## src/rtl/ugate_pkg.sv

```systemverilog
// Shared constants for the universal-gate sweep controller: register map,
// CTRL/STATUS bit positions, FSM encoding and the MISR definition.
package ugate_pkg;
  localparam logic [2:0] REG_CTRL      = 3'd0;
  localparam logic [2:0] REG_VEC_START = 3'd1;
  localparam logic [2:0] REG_VEC_COUNT = 3'd2;
  localparam logic [2:0] REG_SETTLE    = 3'd3;
  localparam logic [2:0] REG_MATCH     = 3'd4;
  localparam logic [2:0] REG_STATUS    = 3'd5;
  localparam logic [2:0] REG_LAST_VEC  = 3'd6;
  localparam logic [2:0] REG_SIG       = 3'd7;

  localparam int CTRL_START  = 0;
  localparam int CTRL_ABORT  = 1;
  localparam int CTRL_SOM    = 2;
  localparam int CTRL_IRQ_EN = 3;

  localparam int STAT_BUSY    = 0;
  localparam int STAT_DONE    = 1;
  localparam int STAT_MATCHED = 2;
  localparam int STAT_ABORTED = 3;

  localparam logic [1:0] S_IDLE    = 2'd0;
  localparam logic [1:0] S_APPLY   = 2'd1;
  localparam logic [1:0] S_SETTLE  = 2'd2;
  localparam logic [1:0] S_CAPTURE = 2'd3;

  localparam logic [31:0] MISR_SEED = 32'hFFFF_FFFF;
  localparam int MISR_TAP0 = 31;
  localparam int MISR_TAP1 = 21;
  localparam int MISR_TAP2 = 1;
  localparam int MISR_TAP3 = 0;

  function automatic logic [31:0] misr_next(input logic [31:0] sig, input logic [31:0] din);
    return {sig[30:0], sig[MISR_TAP0] ^ sig[MISR_TAP1] ^ sig[MISR_TAP2] ^ sig[MISR_TAP3]} ^ din;
  endfunction

  function automatic logic [31:0] byte_merge(input logic [31:0] cur, input logic [31:0] din,
                                             input logic [3:0] sel);
    logic [31:0] r;
    r = cur;
    for (int b = 0; b < 4; b++)
      if (sel[b]) r[b*8 +: 8] = din[b*8 +: 8];
    return r;
  endfunction
endpackage

```

## src/rtl/ugate_sweep_ctrl_if.sv

```systemverilog
// Wishbone slave bus bundle for the sweep controller register block.
interface ugate_sweep_ctrl_if;
  logic        wbs_stb_i;
  logic        wbs_cyc_i;
  logic        wbs_we_i;
  logic [3:0]  wbs_sel_i;
  logic [31:0] wbs_dat_i;
  logic [31:0] wbs_adr_i;
  logic        wbs_ack_o;
  logic [31:0] wbs_dat_o;

  modport master (output wbs_stb_i, wbs_cyc_i, wbs_we_i, wbs_sel_i, wbs_dat_i, wbs_adr_i,
                  input  wbs_ack_o, wbs_dat_o);
  modport slave  (input  wbs_stb_i, wbs_cyc_i, wbs_we_i, wbs_sel_i, wbs_dat_i, wbs_adr_i,
                  output wbs_ack_o, wbs_dat_o);
endinterface

```

## src/rtl/ugate_wb_regs.sv

```systemverilog
// Wishbone decode, single-cycle ack, byte-lane config writes and readback mux.
module ugate_wb_regs
  import ugate_pkg::*;
#(
  parameter int          IN_W      = 27,
  parameter int          OUT_W     = 6,
  parameter int          SETTLE_W  = 8,
  parameter logic [31:0] ADDR_BASE = 32'h3000_0000
) (
  input  logic                clk,
  input  logic                rst_n,
  ugate_sweep_ctrl_if.slave   wb,
  input  logic                busy,
  input  logic [3:0]          status,
  input  logic [IN_W-1:0]     last_vec,
  input  logic [31:0]         sig,
  output logic                start_p,
  output logic                abort_p,
  output logic                stop_on_match,
  output logic                irq_en,
  output logic [IN_W-1:0]     vec_start,
  output logic [IN_W-1:0]     vec_count,
  output logic [SETTLE_W-1:0] settle,
  output logic [OUT_W-1:0]    match_val,
  output logic [OUT_W-1:0]    match_mask
);
  logic        acc, wr, ack_q;
  logic [2:0]  idx;
  logic [31:0] rd_mux, wnew, dat_q;
  logic        unused_ok;

  assign idx = wb.wbs_adr_i[4:2];
  assign acc = wb.wbs_stb_i & wb.wbs_cyc_i & ~ack_q &
               (wb.wbs_adr_i[31:5] == ADDR_BASE[31:5]);
  assign wr  = acc & wb.wbs_we_i;

  // Command bits are pulses seen by the FSM on the same edge that raises ack.
  assign start_p = wr & (idx == REG_CTRL) & wb.wbs_sel_i[0] & wb.wbs_dat_i[CTRL_START];
  assign abort_p = wr & (idx == REG_CTRL) & wb.wbs_sel_i[0] & wb.wbs_dat_i[CTRL_ABORT];

  always_comb begin
    rd_mux = '0;
    case (idx)
      REG_CTRL:      begin rd_mux[CTRL_SOM] = stop_on_match; rd_mux[CTRL_IRQ_EN] = irq_en; end
      REG_VEC_START: rd_mux[IN_W-1:0] = vec_start;
      REG_VEC_COUNT: rd_mux[IN_W-1:0] = vec_count;
      REG_SETTLE:    rd_mux[SETTLE_W-1:0] = settle;
      REG_MATCH:     begin rd_mux[OUT_W-1:0] = match_val; rd_mux[8 +: OUT_W] = match_mask; end
      REG_STATUS:    rd_mux[3:0] = status;
      REG_LAST_VEC:  rd_mux[IN_W-1:0] = last_vec;
      default:       rd_mux = sig;
    endcase
  end

  // Merging onto the current readback keeps unselected byte lanes intact.
  assign wnew      = byte_merge(rd_mux, wb.wbs_dat_i, wb.wbs_sel_i);
  assign unused_ok = ^{wnew, wb.wbs_adr_i[1:0]};

  always_ff @(posedge clk or negedge rst_n) begin
    if (!rst_n) begin
      ack_q         <= 1'b0;
      dat_q         <= '0;
      stop_on_match <= 1'b0;
      irq_en        <= 1'b0;
      vec_start     <= '0;
      vec_count     <= '0;
      settle        <= '0;
      match_val     <= '0;
      match_mask    <= '0;
    end else begin
      ack_q <= acc;
      dat_q <= (acc & ~wb.wbs_we_i) ? rd_mux : '0;
      if (wr & ~busy) begin
        case (idx)
          REG_CTRL:      begin stop_on_match <= wnew[CTRL_SOM]; irq_en <= wnew[CTRL_IRQ_EN]; end
          REG_VEC_START: vec_start <= wnew[IN_W-1:0];
          REG_VEC_COUNT: vec_count <= wnew[IN_W-1:0];
          REG_SETTLE:    settle <= wnew[SETTLE_W-1:0];
          REG_MATCH:     begin match_val <= wnew[OUT_W-1:0]; match_mask <= wnew[8 +: OUT_W]; end
          default: ;
        endcase
      end
    end
  end

  assign wb.wbs_ack_o = ack_q;
  assign wb.wbs_dat_o = dat_q;
endmodule

```

## src/rtl/ugate_sweep_ctrl.sv

```systemverilog
// Sweep sequencer: applies a vector range to the universal gate, waits the
// settle time, and folds every captured output into a 32-bit MISR.
module ugate_sweep_ctrl
  import ugate_pkg::*;
#(
  parameter int          IN_W      = 27,
  parameter int          OUT_W     = 6,
  parameter int          SETTLE_W  = 8,
  parameter logic [31:0] ADDR_BASE = 32'h3000_0000
) (
  input  logic              wb_clk_i,
  input  logic              wb_rst_ni,
  ugate_sweep_ctrl_if.slave wb,
  output logic [IN_W-1:0]   gate_in_o,
  input  logic [OUT_W-1:0]  gate_out_i,
  output logic              busy_o,
  output logic              irq_o
);
  logic                start_p, abort_p, stop_on_match, irq_en;
  logic [IN_W-1:0]     vec_start, vec_count, vec, remaining, last_vec;
  logic [SETTLE_W-1:0] settle, settle_cnt;
  logic [OUT_W-1:0]    match_val, match_mask;
  logic [1:0]          state;
  logic [31:0]         sig, din32;
  logic                done, matched, aborted, hit;
  logic [3:0]          status;

  ugate_wb_regs #(.IN_W(IN_W), .OUT_W(OUT_W), .SETTLE_W(SETTLE_W), .ADDR_BASE(ADDR_BASE)) u_regs (
    .clk(wb_clk_i), .rst_n(wb_rst_ni), .wb(wb), .busy(busy_o), .status(status),
    .last_vec(last_vec), .sig(sig), .start_p(start_p), .abort_p(abort_p),
    .stop_on_match(stop_on_match), .irq_en(irq_en), .vec_start(vec_start),
    .vec_count(vec_count), .settle(settle), .match_val(match_val), .match_mask(match_mask)
  );

  always_comb begin
    din32 = '0;
    din32[OUT_W-1:0] = gate_out_i;
  end

  assign hit    = ((gate_out_i ^ match_val) & match_mask) == '0;
  assign busy_o = (state != S_IDLE);
  assign irq_o  = done & irq_en;
  assign status = {aborted, matched, done, busy_o};

  always_ff @(posedge wb_clk_i or negedge wb_rst_ni) begin
    if (!wb_rst_ni) begin
      state      <= S_IDLE;
      vec        <= '0;
      remaining  <= '0;
      settle_cnt <= '0;
      gate_in_o  <= '0;
      last_vec   <= '0;
      sig        <= '0;
      done       <= 1'b0;
      matched    <= 1'b0;
      aborted    <= 1'b0;
    end else if (abort_p && busy_o) begin
      // Abort overrides the state action; signature and LAST_VEC stay partial.
      state   <= S_IDLE;
      aborted <= 1'b1;
      done    <= 1'b0;
    end else begin
      case (state)
        S_IDLE: if (start_p && !abort_p) begin
          done      <= (vec_count == '0);
          matched   <= 1'b0;
          aborted   <= 1'b0;
          sig       <= MISR_SEED;
          vec       <= vec_start;
          remaining <= vec_count;
          state     <= (vec_count == '0) ? S_IDLE : S_APPLY;
        end
        S_APPLY: begin
          gate_in_o  <= vec;
          last_vec   <= vec;
          settle_cnt <= settle;
          state      <= S_SETTLE;
        end
        S_SETTLE:
          if (settle_cnt == '0) state <= S_CAPTURE;
          else settle_cnt <= settle_cnt - SETTLE_W'(1);
        S_CAPTURE: begin
          sig <= misr_next(sig, din32);
          if (hit && stop_on_match) begin
            matched <= 1'b1;
            done    <= 1'b1;
            state   <= S_IDLE;
          end else if (remaining == IN_W'(1)) begin
            done  <= 1'b1;
            state <= S_IDLE;
          end else begin
            remaining <= remaining - IN_W'(1);
            vec       <= vec + IN_W'(1);
            state     <= S_APPLY;
          end
        end
        default: state <= S_IDLE;
      endcase
    end
  end
endmodule

```

## src/flat_wrapper.sv

```systemverilog
// flat-port wrapper written by rule: the top's interface ports become plain ports
module ugate_sweep_ctrl_flat import ugate_pkg::*;
#(
  parameter int          IN_W      = 27,
  parameter int          OUT_W     = 6,
  parameter int          SETTLE_W  = 8,
  parameter logic [31:0] ADDR_BASE = 32'h3000_0000
)
  (wb_clk_i, wb_rst_ni, gate_in_o, gate_out_i, busy_o, irq_o, wb_wbs_stb_i, wb_wbs_cyc_i, wb_wbs_we_i, wb_wbs_sel_i, wb_wbs_dat_i, wb_wbs_adr_i, wb_wbs_ack_o, wb_wbs_dat_o);
  ugate_sweep_ctrl_if wb_i ();
  input  logic wb_clk_i;
  input  logic wb_rst_ni;
  output logic [IN_W-1:0] gate_in_o;
  input  logic [OUT_W-1:0] gate_out_i;
  output logic busy_o;
  output logic irq_o;
  input wire logic [$bits(wb_i.wbs_stb_i)-1:0] wb_wbs_stb_i;
  input wire logic [$bits(wb_i.wbs_cyc_i)-1:0] wb_wbs_cyc_i;
  input wire logic [$bits(wb_i.wbs_we_i)-1:0] wb_wbs_we_i;
  input wire logic [$bits(wb_i.wbs_sel_i)-1:0] wb_wbs_sel_i;
  input wire logic [$bits(wb_i.wbs_dat_i)-1:0] wb_wbs_dat_i;
  input wire logic [$bits(wb_i.wbs_adr_i)-1:0] wb_wbs_adr_i;
  output wire logic [$bits(wb_i.wbs_ack_o)-1:0] wb_wbs_ack_o;
  output wire logic [$bits(wb_i.wbs_dat_o)-1:0] wb_wbs_dat_o;
  assign wb_i.wbs_stb_i = wb_wbs_stb_i;
  assign wb_i.wbs_cyc_i = wb_wbs_cyc_i;
  assign wb_i.wbs_we_i = wb_wbs_we_i;
  assign wb_i.wbs_sel_i = wb_wbs_sel_i;
  assign wb_i.wbs_dat_i = wb_wbs_dat_i;
  assign wb_i.wbs_adr_i = wb_wbs_adr_i;
  assign wb_wbs_ack_o = wb_i.wbs_ack_o;
  assign wb_wbs_dat_o = wb_i.wbs_dat_o;
  ugate_sweep_ctrl #(.IN_W(IN_W), .OUT_W(OUT_W), .SETTLE_W(SETTLE_W), .ADDR_BASE(ADDR_BASE)) u_core (.wb_clk_i(wb_clk_i), .wb_rst_ni(wb_rst_ni), .wb(wb_i), .gate_in_o(gate_in_o), .gate_out_i(gate_out_i), .busy_o(busy_o), .irq_o(irq_o));
endmodule
```

## config.mk

```make
export PLATFORM = sky130hd
export DESIGN_NAME = ugate_sweep_ctrl_flat
export DESIGN_NICKNAME = d
export VERILOG_FILES = /design/src/rtl/ugate_pkg.sv /design/src/rtl/ugate_sweep_ctrl_if.sv /design/src/rtl/ugate_wb_regs.sv /design/src/rtl/ugate_sweep_ctrl.sv /design/src/flat_wrapper.sv
export SDC_FILE = /design/constraint.sdc
export NUM_CORES = 1
export LEC_CHECK = 0
export ABC_AREA = 1
export BUFFER_PORTS_ARGS = -buffer_cell sky130_fd_sc_hd__buf_2
export CAP_MARGIN = 15
export CORE_AREA = 2 2 151 167
export DETAILED_ROUTE_END_ITERATION = 7
export DIE_AREA = 0 0 153 169
export PLACE_DENSITY_LB_ADDON = 0.12
export SLEW_MARGIN = 40
export SYNTH_ARGS = -nofsm -noshare
export SYNTH_HDL_FRONTEND = slang
export SYNTH_SLANG_ARGS = --single-unit
```

## constraint.sdc

```tcl
create_clock -name wb_clk_i -period 1.9 [get_ports wb_clk_i]
set_clock_uncertainty 0.15 [all_clocks]
set_input_delay 0 -clock wb_clk_i [delete_from_list [all_inputs] [get_ports wb_clk_i]]
set_output_delay 0 -clock wb_clk_i [all_outputs]
set_load 0.01 [all_outputs]
```

==> metrics.cfg <==
[timing]
hold_ws_ns = -0.00220
slew_headroom_pct = 58.5
worstMarginPinSlew_ns = 0.622
setup_viol = 200
fin_ws_ns = -0.303
hold_violations = 1
fmax_mhz = 454
min_period_ns = 2.20
final_max_slew_viol_count = 0
post-route-period-util_pct = 116
rsz0062_at_grt = true

[synthesis]
netlist_area_um2 = 12900
synth_top_area_share_pct = 45.7
ys_seq_area_share_pct = 45.7
yosysTopAreaCell = dfrtp_1
synth_fp_nets = 1888
synth_edf_count = 0
ys.flop_type = dfrtp_1
synthTopCellsByCount = nand2_1 (654), dfrtp_1 (235), inv_1 (210)
ys_types = 47
avgSynthCellArea_um2 = 7.16
synth-seq-cells = 235
synth_area_leaders = dfrtp_1 (46%), nand2_1 (19%), o21ai_0 (7.8%)
ys_warn_count = 0
synth_most_common_cell = nand2_1
async_flop_share_pct = 100
synthCells = 1798

[run_status]
violations = hold timing, setup timing
outcome = finished with violations

[cts]
clk_pin_slew_ns = 0.06
clock_path_buffers = 3
tritoncts = yes
clock-root-buffer = clkbuf_16
htreeDepth = 1
numClockSinks = 235
cts_made_buffers = 26
insertion_delay_ns = 0.57

[detailed_routing]
routedLengthMet1_um = 18900
vias_per_cell = 5.84
ant_nets = 0
drt_iter0_drc = 1672
wl_met2_um = 24700
via_count = 14900
routed_wl_um = 53100
wl_per_cell_um = 20.8
met3WireLength_um = 5340
drc = 0
top_layer = met5
firstDrtPassIters = 6

[finish]
n_antenna_cell = 0
nNetsFinal = 2318
synthToLayoutAreaGrowth_pct = 49.6
stdcell_count = 2556
drive_gt1_share_pct = 32.2

[power]
power.leakage_nw = 9.85
fin_total_pwr_w = 0.0114
ir_drop_uv = 606
power.density_nw_per_um2 = 591

[die]
die_y_um = 169
row_count = 60
fp.dieW_um = 153
core_area_um2 = 24200
io_pins = 141
start_util_pct = 53.1
die_area_um2 = 25900

[setup_path]
start_kind = register
worst-path-max-fanout = 12
end_kind = register
arrival_ns = 2.49
critical_path.startpoint = u_core.u_regs.wb.wbs_ack_o$_DFF_PN0_
critical_path_class = reg -> reg
required_ns = 2.19
r2r-start = u_core.u_regs.wb.wbs_ack_o$_DFF_PN0_

[global_route]
grt_pass1_vias = 13800
grt_usage_pct = 36.8
grt_pass1_wl_um = 74400
grt_max_degree = 66
overflow = 0
antenna_found_initial = 1

[place]
dpl.hpwl_um = 31500
io_buffers = 133
gp_congestion = 0.978
placed_cells_incl_taps = 2392

[hold_path]
worstHoldStart = wb_wbs_adr_i[4]
worstHoldPathType = in -> reg

[job]
maxCapViolCount = 0

[metal layers]
metal  vias up  GRT usage [%]
met5         -              0
met3       331           5.35
li1       6580              -
met4         2           19.6
met2      1010           62.0
met1      7010           46.0
[worst max-delay path, stage by stage (launching register included)]
cell       delay (ns)
dfrtp_1          0.39
nor2_1           0.12
nand2_1          0.06
nor2_1           0.08
nand2_1          0.07
nor2_2           0.13
nand4_1          0.18
nand2_4          0.12
buf_6            0.13
nand4_4          0.17
bufbuf_16        0.34
nand2_1          0.08
nand2_1          0.08
[kinds of logic (layout without fill, tap and decap cells)]
kind of cell / count (synthesis) / count (layout) / share of synthesized area (%)
XOR/XNOR: 23 / 23 / 1.56
AO/OA/AOI/OAI: 310 / 310 / 12.9
adder cells (fa/ha/maj): 11 / 11 / 1.13
flip-flops: 235 / 235 / 45.7
buffers and inverters: 281 / 725 / 8.88
AND/OR/NAND/NOR: 938 / 942 / 29.8
[worst paths after layout]
kind	end	slack [ns]	depth (start not counted)
setup reg to reg	u_core.remaining[17]$_DFFE_PN0P_	-0.30	12
max in group asynchronous	u_core.sig[30]$_DFFE_PN0P_	0.59	4
hold reg to reg	u_core.u_regs.settle[3]$_DFFE_PN0P_	0.34	2
setup / recovery	u_core.remaining[17]$_DFFE_PN0P_	-0.30	12
hold / removal	u_core.u_regs.wb.wbs_dat_o[6]$_DFF_PN0_	-0.002	6
min in group asynchronous	u_core.settle_cnt[1]$_DFFE_PN0P_	0.33	3
[layout by cell type, fill, tap and decap left out, types with 7 or more instances in the layout]
cell type      instances
nand4_1               18
buf_2                132
nor2_4                 9
o22ai_1               21
nand2_4               68
xor2_1                17
inv_1                205
nand2_2               97
o21ai_1               65
nor2_2                 8
nor3_1                17
buf_16                12
buf_6                 25
buf_12                36
a21oi_1               28
o21ai_2               46
ha_1                   8
nor2_1               150
clkinv_2               8
buf_4                188
o211ai_1               8
clkbuf_16             36
nand3_1               52
inv_2                  9
dfrtp_1              235
dlygate4sd3_1         47
o21ai_0              117
nand2_1              491
a41oi_1                7
buf_8                  9
[state kept, by name, indices dropped and copies added, names as in the netlist, 2 cells and up]
register and flops:
u_core.u_regs.vec_start 27, u_core.u_regs.match_mask 6, u_core.u_regs.settle 8, u_core.u_regs.match_val 6, u_core.sig 32, u_core.u_regs.vec_count 27, u_core.gate_in_o 27, u_core.settle_cnt 8
u_core.u_regs.wb.wbs_dat_o 32, u_core.vec 27, u_core.remaining 27, u_core.state 2
[power by group]
group          internal (W)  switching [W]  total, W
Sequential          0.00507      0.0000396   0.00511
Clock               0.00297        0.00224   0.00521
Combinational      0.000419       0.000640   0.00106
[layout make-up]
| class | count | area [um2] |
|---|---|---|
| multi-input combinational | 1286 | 7010 |
| sequential | 235 | 5880 |
| fill | 1567 | 4980 |
| timing repair buffer | 462 | 4320 |
| inverter | 217 | 817 |
| clock buffer | 33 | 727 |
| tap | 310 | 388 |
| clock inverter | 13 | 131 |
[per-stage QoR]
step / util (%) / setup TNS (ns) / instance area [um2] / setup slack (ns)
6_report: 79.5 / -36.04 / 19300 / -0.303
5_1_grt: 79.5 / -60.51 / 19300 / -0.425
4_1_cts: 73.9 / -27.53 / 17900 / -0.204
3_5_place_dp: 63.8 / -42.56 / 15500 / -0.455
3_3_place_gp: 63.8 / -34.28 / 15500 / -0.387
2_1_floorplan: - / 0 / 12900 / 0.00847
[timing repair]
action / 4_1_cts / 5_1_grt
hold buffers: 50 / 0
endpoints found under the hold margin: 351 / 0
gates cloned: 20 / 14
resized for setup: 126 / 345
buffers inserted: 30 / 13
pin swaps: 21 / 52
setup endpoints to repair: 198 / 223
Power figures use the tool's default switching activity.
